[src/rtl/muldiv_issue_ctrl.sv]
`default_nettype none
// ============================================================================
// Module   : muldiv_issue_ctrl
// Purpose  : EX-stage issue/commit controller for the multi-cycle mult/div
//            unit; owns the architectural HI/LO registers.
// Revision : 1.0 - initial release
// ============================================================================
module muldiv_issue_ctrl #(
    parameter int DATA_WIDTH  = 32,
    parameter int FUNCT_WIDTH = 6
) (
    input  logic                      clk,
    input  logic                      rst,
    input  logic                      flush,
    input  logic                      ex_valid,
    input  logic                      ex_md_req,
    input  logic                      ex_md_wr_hilo,
    input  logic [FUNCT_WIDTH-1:0]    ex_funct,
    input  logic [DATA_WIDTH-1:0]     ex_operand_1,
    input  logic [DATA_WIDTH-1:0]     ex_operand_2,
    input  logic                      mthi_wen,
    input  logic                      mtlo_wen,
    input  logic [DATA_WIDTH-1:0]     mt_data,
    output logic [FUNCT_WIDTH-1:0]    md_funct,
    output logic [DATA_WIDTH-1:0]     md_operand_1,
    output logic [DATA_WIDTH-1:0]     md_operand_2,
    output logic [DATA_WIDTH-1:0]     md_hi,
    output logic [DATA_WIDTH-1:0]     md_lo,
    output logic                      md_flush,
    input  logic                      md_done,
    input  logic [2*DATA_WIDTH-1:0]   md_result,
    output logic                      stall_req,
    output logic [DATA_WIDTH-1:0]     gpr_result,
    output logic [DATA_WIDTH-1:0]     hi,
    output logic [DATA_WIDTH-1:0]     lo
);

    typedef enum logic [1:0] {
        IDLE = 2'd0,
        BUSY = 2'd1,
        DONE = 2'd2
    } state_t;

    state_t                    state;
    state_t                    state_next;
    logic                      wr_hilo;
    logic [2*DATA_WIDTH-1:0]   result;
    logic                      issue;
    logic                      done_take;
    logic                      commit;

    assign issue     = (state == IDLE) & ex_valid & ex_md_req & ~flush;
    assign done_take = (state == BUSY) & md_done & ~flush;
    assign commit    = (state == DONE) & ~flush & wr_hilo;
    assign stall_req = issue | ((state == BUSY) & ~flush);
    assign md_flush  = flush;

    always_comb begin
        state_next = state;
        if (flush) begin
            state_next = IDLE;
        end else begin
            case (state)
                IDLE:    if (issue) state_next = BUSY;
                BUSY:    if (md_done) state_next = DONE;
                DONE:    state_next = IDLE;
                default: state_next = IDLE;
            endcase
        end
    end

    always_ff @(posedge clk or posedge rst) begin
        if (rst) begin
            state <= IDLE;
        end else begin
            state <= state_next;
        end
    end

    always_ff @(posedge clk or posedge rst) begin
        if (rst) begin
            md_funct     <= '0;
            md_operand_1 <= '0;
            md_operand_2 <= '0;
            md_hi        <= '0;
            md_lo        <= '0;
            wr_hilo      <= 1'b0;
            result       <= '0;
            gpr_result   <= '0;
            hi           <= '0;
            lo           <= '0;
        end else begin
            // Dropping md_funct to zero after done lets the unit clear its
            // done latch before the next operation can start.
            if (flush || done_take) begin
                md_funct <= '0;
            end else if (issue) begin
                md_funct <= ex_funct;
            end

            if (issue) begin
                md_operand_1 <= ex_operand_1;
                md_operand_2 <= ex_operand_2;
                md_hi        <= mthi_wen ? mt_data : hi;
                md_lo        <= mtlo_wen ? mt_data : lo;
                wr_hilo      <= ex_md_wr_hilo;
            end

            if (done_take) begin
                result     <= md_result;
                gpr_result <= md_result[DATA_WIDTH-1:0];
            end

            // The EX instruction is younger than the WB move, so its commit wins.
            if (commit) begin
                hi <= result[2*DATA_WIDTH-1:DATA_WIDTH];
                lo <= result[DATA_WIDTH-1:0];
            end else begin
                if (mthi_wen) hi <= mt_data;
                if (mtlo_wen) lo <= mt_data;
            end
        end
    end

endmodule
`default_nettype wire

[config.mk]
export PLATFORM = sky130hd
export DESIGN_NAME = muldiv_issue_ctrl
export DESIGN_NICKNAME = d
export VERILOG_FILES = /design/src/rtl/muldiv_issue_ctrl.sv
export SDC_FILE = /design/constraint.sdc
export NUM_CORES = 1
export LEC_CHECK = 0
export BUFFER_PORTS_ARGS = -buffer_cell sky130_fd_sc_hd__buf_2
export CAP_MARGIN = 20
export CORE_ASPECT_RATIO = 2
export CORE_UTILIZATION = 30
export DETAILED_ROUTE_END_ITERATION = 10
export SLEW_MARGIN = 10
export SYNTH_ARGS = -nofsm -noshare
export SYNTH_HDL_FRONTEND = slang
export SYNTH_SLANG_ARGS = --single-unit
[constraint.sdc]
create_clock -name clk -period 23.9 [get_ports clk]
set_input_delay 4.78 -clock clk [delete_from_list [all_inputs] [get_ports clk]]
set_output_delay 4.78 -clock clk [all_outputs]
set_load 0.03 [all_outputs]
# After elaboration in Yosys (flattened, before gate mapping)
# Index checks and enable logic that the tools add are counted.
# Widths: inputs -> output; s select.
# word_totals
ff_bits	297
# classes
eq_ne	4
muxes	10
bitwise_logic	10
reduce_logical	4
# ops
operator	n
$mux 32	4
$mux 6	2
$and 1x1->1	8
$mux 2	3
$ne 3x3->1 const B	2
$pmux 2 s2	1
$eq 2x1->1 const B	1
$eq 2x2->1 const B	1
$logic_not 2->1	1
$reduce_and 2->1	1
$reduce_bool 2->1	1
$logic_or 1x1->1	1
$not 1->1	1
$or 1x1->1	1

# Longest topological paths before layout
# depth
ltp_word	7
ltp_mapped	6
mapped_depth_nobuf	3

# Worst setup path before layout
# No wires, ideal clock.
# synth_timing
path_kind	input -> output
startpoint	input port flush
endpoint	output port stall_req
arrival_time_ns	5.541
setup_slack_ns	13.579
stages	2
n_path_buf	0
path_cell_list	or4_1 > nand2_1
# synth_between
elab_chain_len	3
elab_cells_between_ends	4
cone_classes	4 x bitwise
# synth_lines
item	line	text
start: declaration	14	input logic flush,
$not 1->1 (*)	52, 55	
$and 1x1->1 (on tied branches)	52, 55	
$or 1x1->1 (*)	55	assign stall_req = issue | ((state == BUSY) & ~flush);
end: declaration	32	output logic stall_req,
# Every way passes the cells marked *; elsewhere a longest branch is shown, timed or not.

# Worst setup path after layout
# Ends and elaborated chain as after synthesis.

==> key figures <==
STA
  – Slew margin rel.: 0.284
  – Hold Vio Cnt, Final: 0
  – Final Cycle Share: 0.440
  – Min cycle time layout: 10.52 ns
  – Unrepaired setup endpoints after global routing: false
  – Final setup fails: 0
  – Achievable frequency: 95.1 MHz
  – Post-Route Setup TNS: 0 ns
  – Worst Max-Slew Pin Slew: 1.07 ns
  – Final Slew Violations: 0
  – Clock Skew: about 0.0096 ns

Final layout
  – Layout Nets: 1288
  – Final Util: 0.389
  – Share of post-route cells with drive strength above 1: 0.592
  – Fillers: roughly 3500
  – Post-route design area: approximately 14000 µm²
  – Area grow syn2layout: 27.7%
  – Post-Layout Cell Count: between 1500 and 2000

Pwr
  – Post-layout total power: 1430 µW
  – PD cells: 103 nW/µm²
  – Leak: 0.00679 µW
  – VDD IR max: 0.0725 mV

Yosys
  – Synthesized area per cell: 14.6 µm²
  – Synth cell types: 21
  – Synthesized Nets: 920
  – Cell type with the largest total area after synthesis: dfrtp_1
  – Post-synth top cells: dfrtp_1 (265), mux2_2 (210), mux2i_1 (66)
  – Synth area leaders: dfrtp_1 (61%), mux2_2 (22%), mux2i_1 (6.1%), buf_4 (3.0%), a21oi_1 (1.5%)
  – Yosys top cell area share: 0.610
  – Post-synth EDFFs: 0
  – Async SR Flop Fraction: 1.00
  – Register area share after synthesis: 0.610
  – Syn Inst Count: 745
  – Cell Area, Synth: 10900 µm²
  – Synth Warn #: 0
  – #FFs+latches synth: 265
  – Ys flop type: dfrtp_1
  – Most frequent cell after synthesis: dfrtp_1

CTS
  – Clock buffer depth: 3
  – CTS buffer count: 25
  – Clock-pin slew of the registers on the worst-case setup and hold paths: 0.06 ns
  – Clock Root Buffer: clkbuf_16
  – H-tree depth: 1
  – Worst-Skew Late Latency: around 0.54 ns
  – Hold buffer count at cts: 0
  – Clock sink count: 265
  – # Post-CTS Setup Buffers: 0
  – Post-CTS sizing: 0
  – CTS tree: done

Die
  – Die footprint: about 37000 µm²
  – I/O pins: about 410
  – Initial core utilization: 0.305
  – Chip height: 271 µm
  – Core ar.: 35700 µm²
  – Row count: 98
  – Die W: 137 µm

Routing
  – Via count: 7288
  – Antenna viol nets, final: 0
  – DR vias/cell: 4.59
  – Post-route DRC: 0
  – 1st-iter DRT viols: 239
  – Drt pass-1 iters: 4
  – Wire length per cell: 19.1 µm
  – Detailed Route WL: 30300 µm

Placed design
  – DP Area: 13000 µm²
  – Gpl congestion: a little over 0.8
  – Port buffer count: 406
  – Hpwl dp: about 21000 µm
  – Placed cells: roughly 1500

Critical path
  – CP required: 19.12 ns
  – R2R Path Start: state[1]
  – Reg-to-Reg End: md_operand_1[2]
  – R2R depth: 4
  – CP Max Fanout: 6
  – Crit path to: stall_req
  – Worst EP arrival: about 5.7 ns
  – Reg2Reg Setup Slack: roughly 21 ns
  – Worst Setup Start Kind: input port
  – Setup crit end kind: primary output
  – Crit path kind: in -> out
  – CP Launch Point: flush

Hold path
  – Worst Hold Class: reg -> reg
  – Hold path depth: 1

Global route
  – First-pass GRT wire length: 45500 µm
  – GRT Resource Usage Total: 0.164
  – Vias in the first global route: 7831
  – Global route overflow: 0
  – Largest net degree at the start of global routing: 128
  – Initial antenna violation count: 6

Status
  – Status: complete, no violations

Run
  – Max Cap Viol: 0
flip-flops by register name, indices dropped and copies added, names as in the netlist, 2 cells and up:
register / count
result: 33
hi: 32
lo: 32
md_hi: 32
md_lo: 32
md_operand_1: 32
md_operand_2: 32
gpr_result: 31
md_funct: 6
state: 2
kinds of logic (layout without fill, tap and decap cells):
| logic type | Yosys count | after routing | share of synthesized area |
|---|---|---|---|
| muxes | 288 | 288 | 0.291 |
| DFF | 265 | 265 | 0.610 |
| buffers and inverters | 109 | 495 | 0.0621 |
| and+or+nand+nor | 42 | 42 | 0.0163 |
| AOI/OAI and AO/OA | 41 | 41 | 0.0214 |
| other | 0 | 6 | 0 |
cell usage in the layout, fill, tap and decap left out, types with 5 or more instances in the layout:
cell type,count
buf_2,406
dfrtp_1,265
mux2_2,210
mux2i_1,66
inv_1,34
nor2_1,34
a21oi_1,33
clkbuf_16,25
mux2_1,12
clkbuf_8,11
buf_4,9
diode_2,6
a22o_1,6
clkbuf_1,5
final cells by class:
class	count	area, µm²	share of cell area
clock buffers	41	796	0.0573
inverters	35	139	0.0100
clock inverters	4	48.8	0.00351
flip-flops and latches	265	6630	0.477
repair buffers	415	2100	0.151
well taps	450	563	0.0405
multi-input cells	371	3600	0.259
diodes	6	15.0	0.00108
worst min path at each step:
| stage | startpoint | end | slack (ns) |
|---|---|---|---|
| global route | md_hi[2] | md_hi[2] | 0.50 |
| detailed placement | md_hi[6] | md_hi[6] | 0.47 |
| floorplan | result[33] | hi[1] | 0.45 |
| global placement | md_hi[0] | md_hi[0] | 0.47 |
| CTS | md_hi[6] | md_hi[6] | 0.49 |
| finish | md_hi[6] | md_hi[6] | 0.48 |
per-stage QoR:
step	setup WS [ns]	hold WS, ns
after floorplan	11.82	0.454
after global placement	13.35	0.467
after detailed placement	13.35	0.471
after CTS	13.35	0.486
after global routing	13.29	0.500
final	13.38	0.483
layer usage:
| metal | global-route usage | wire (µm) | part of all wire |
|---|---|---|---|
| met1 | 0.174 | 10800 | 0.36 |
| met2 | 0.299 | 16400 | 0.54 |
| met3 | 0.0282 | 1490 | 0.049 |
| met4 | 0.0933 | 1560 | 0.052 |
| met5 | 0 | 0 | 0 |
critical path, cell delays in order:
cell     delay, ns
buf_2         0.14
or4_1         0.54
nand2_1       0.09
buf_2         0.19
report_power, final:
group / internal [µW] / switching [µW] / leakage (µW)
combinational: 143 / 276 / 0.00321
clock: 237 / 175 / 0.000419
sequential: 548 / 52.7 / 0.00316
Power figures use the tool's default switching activity.
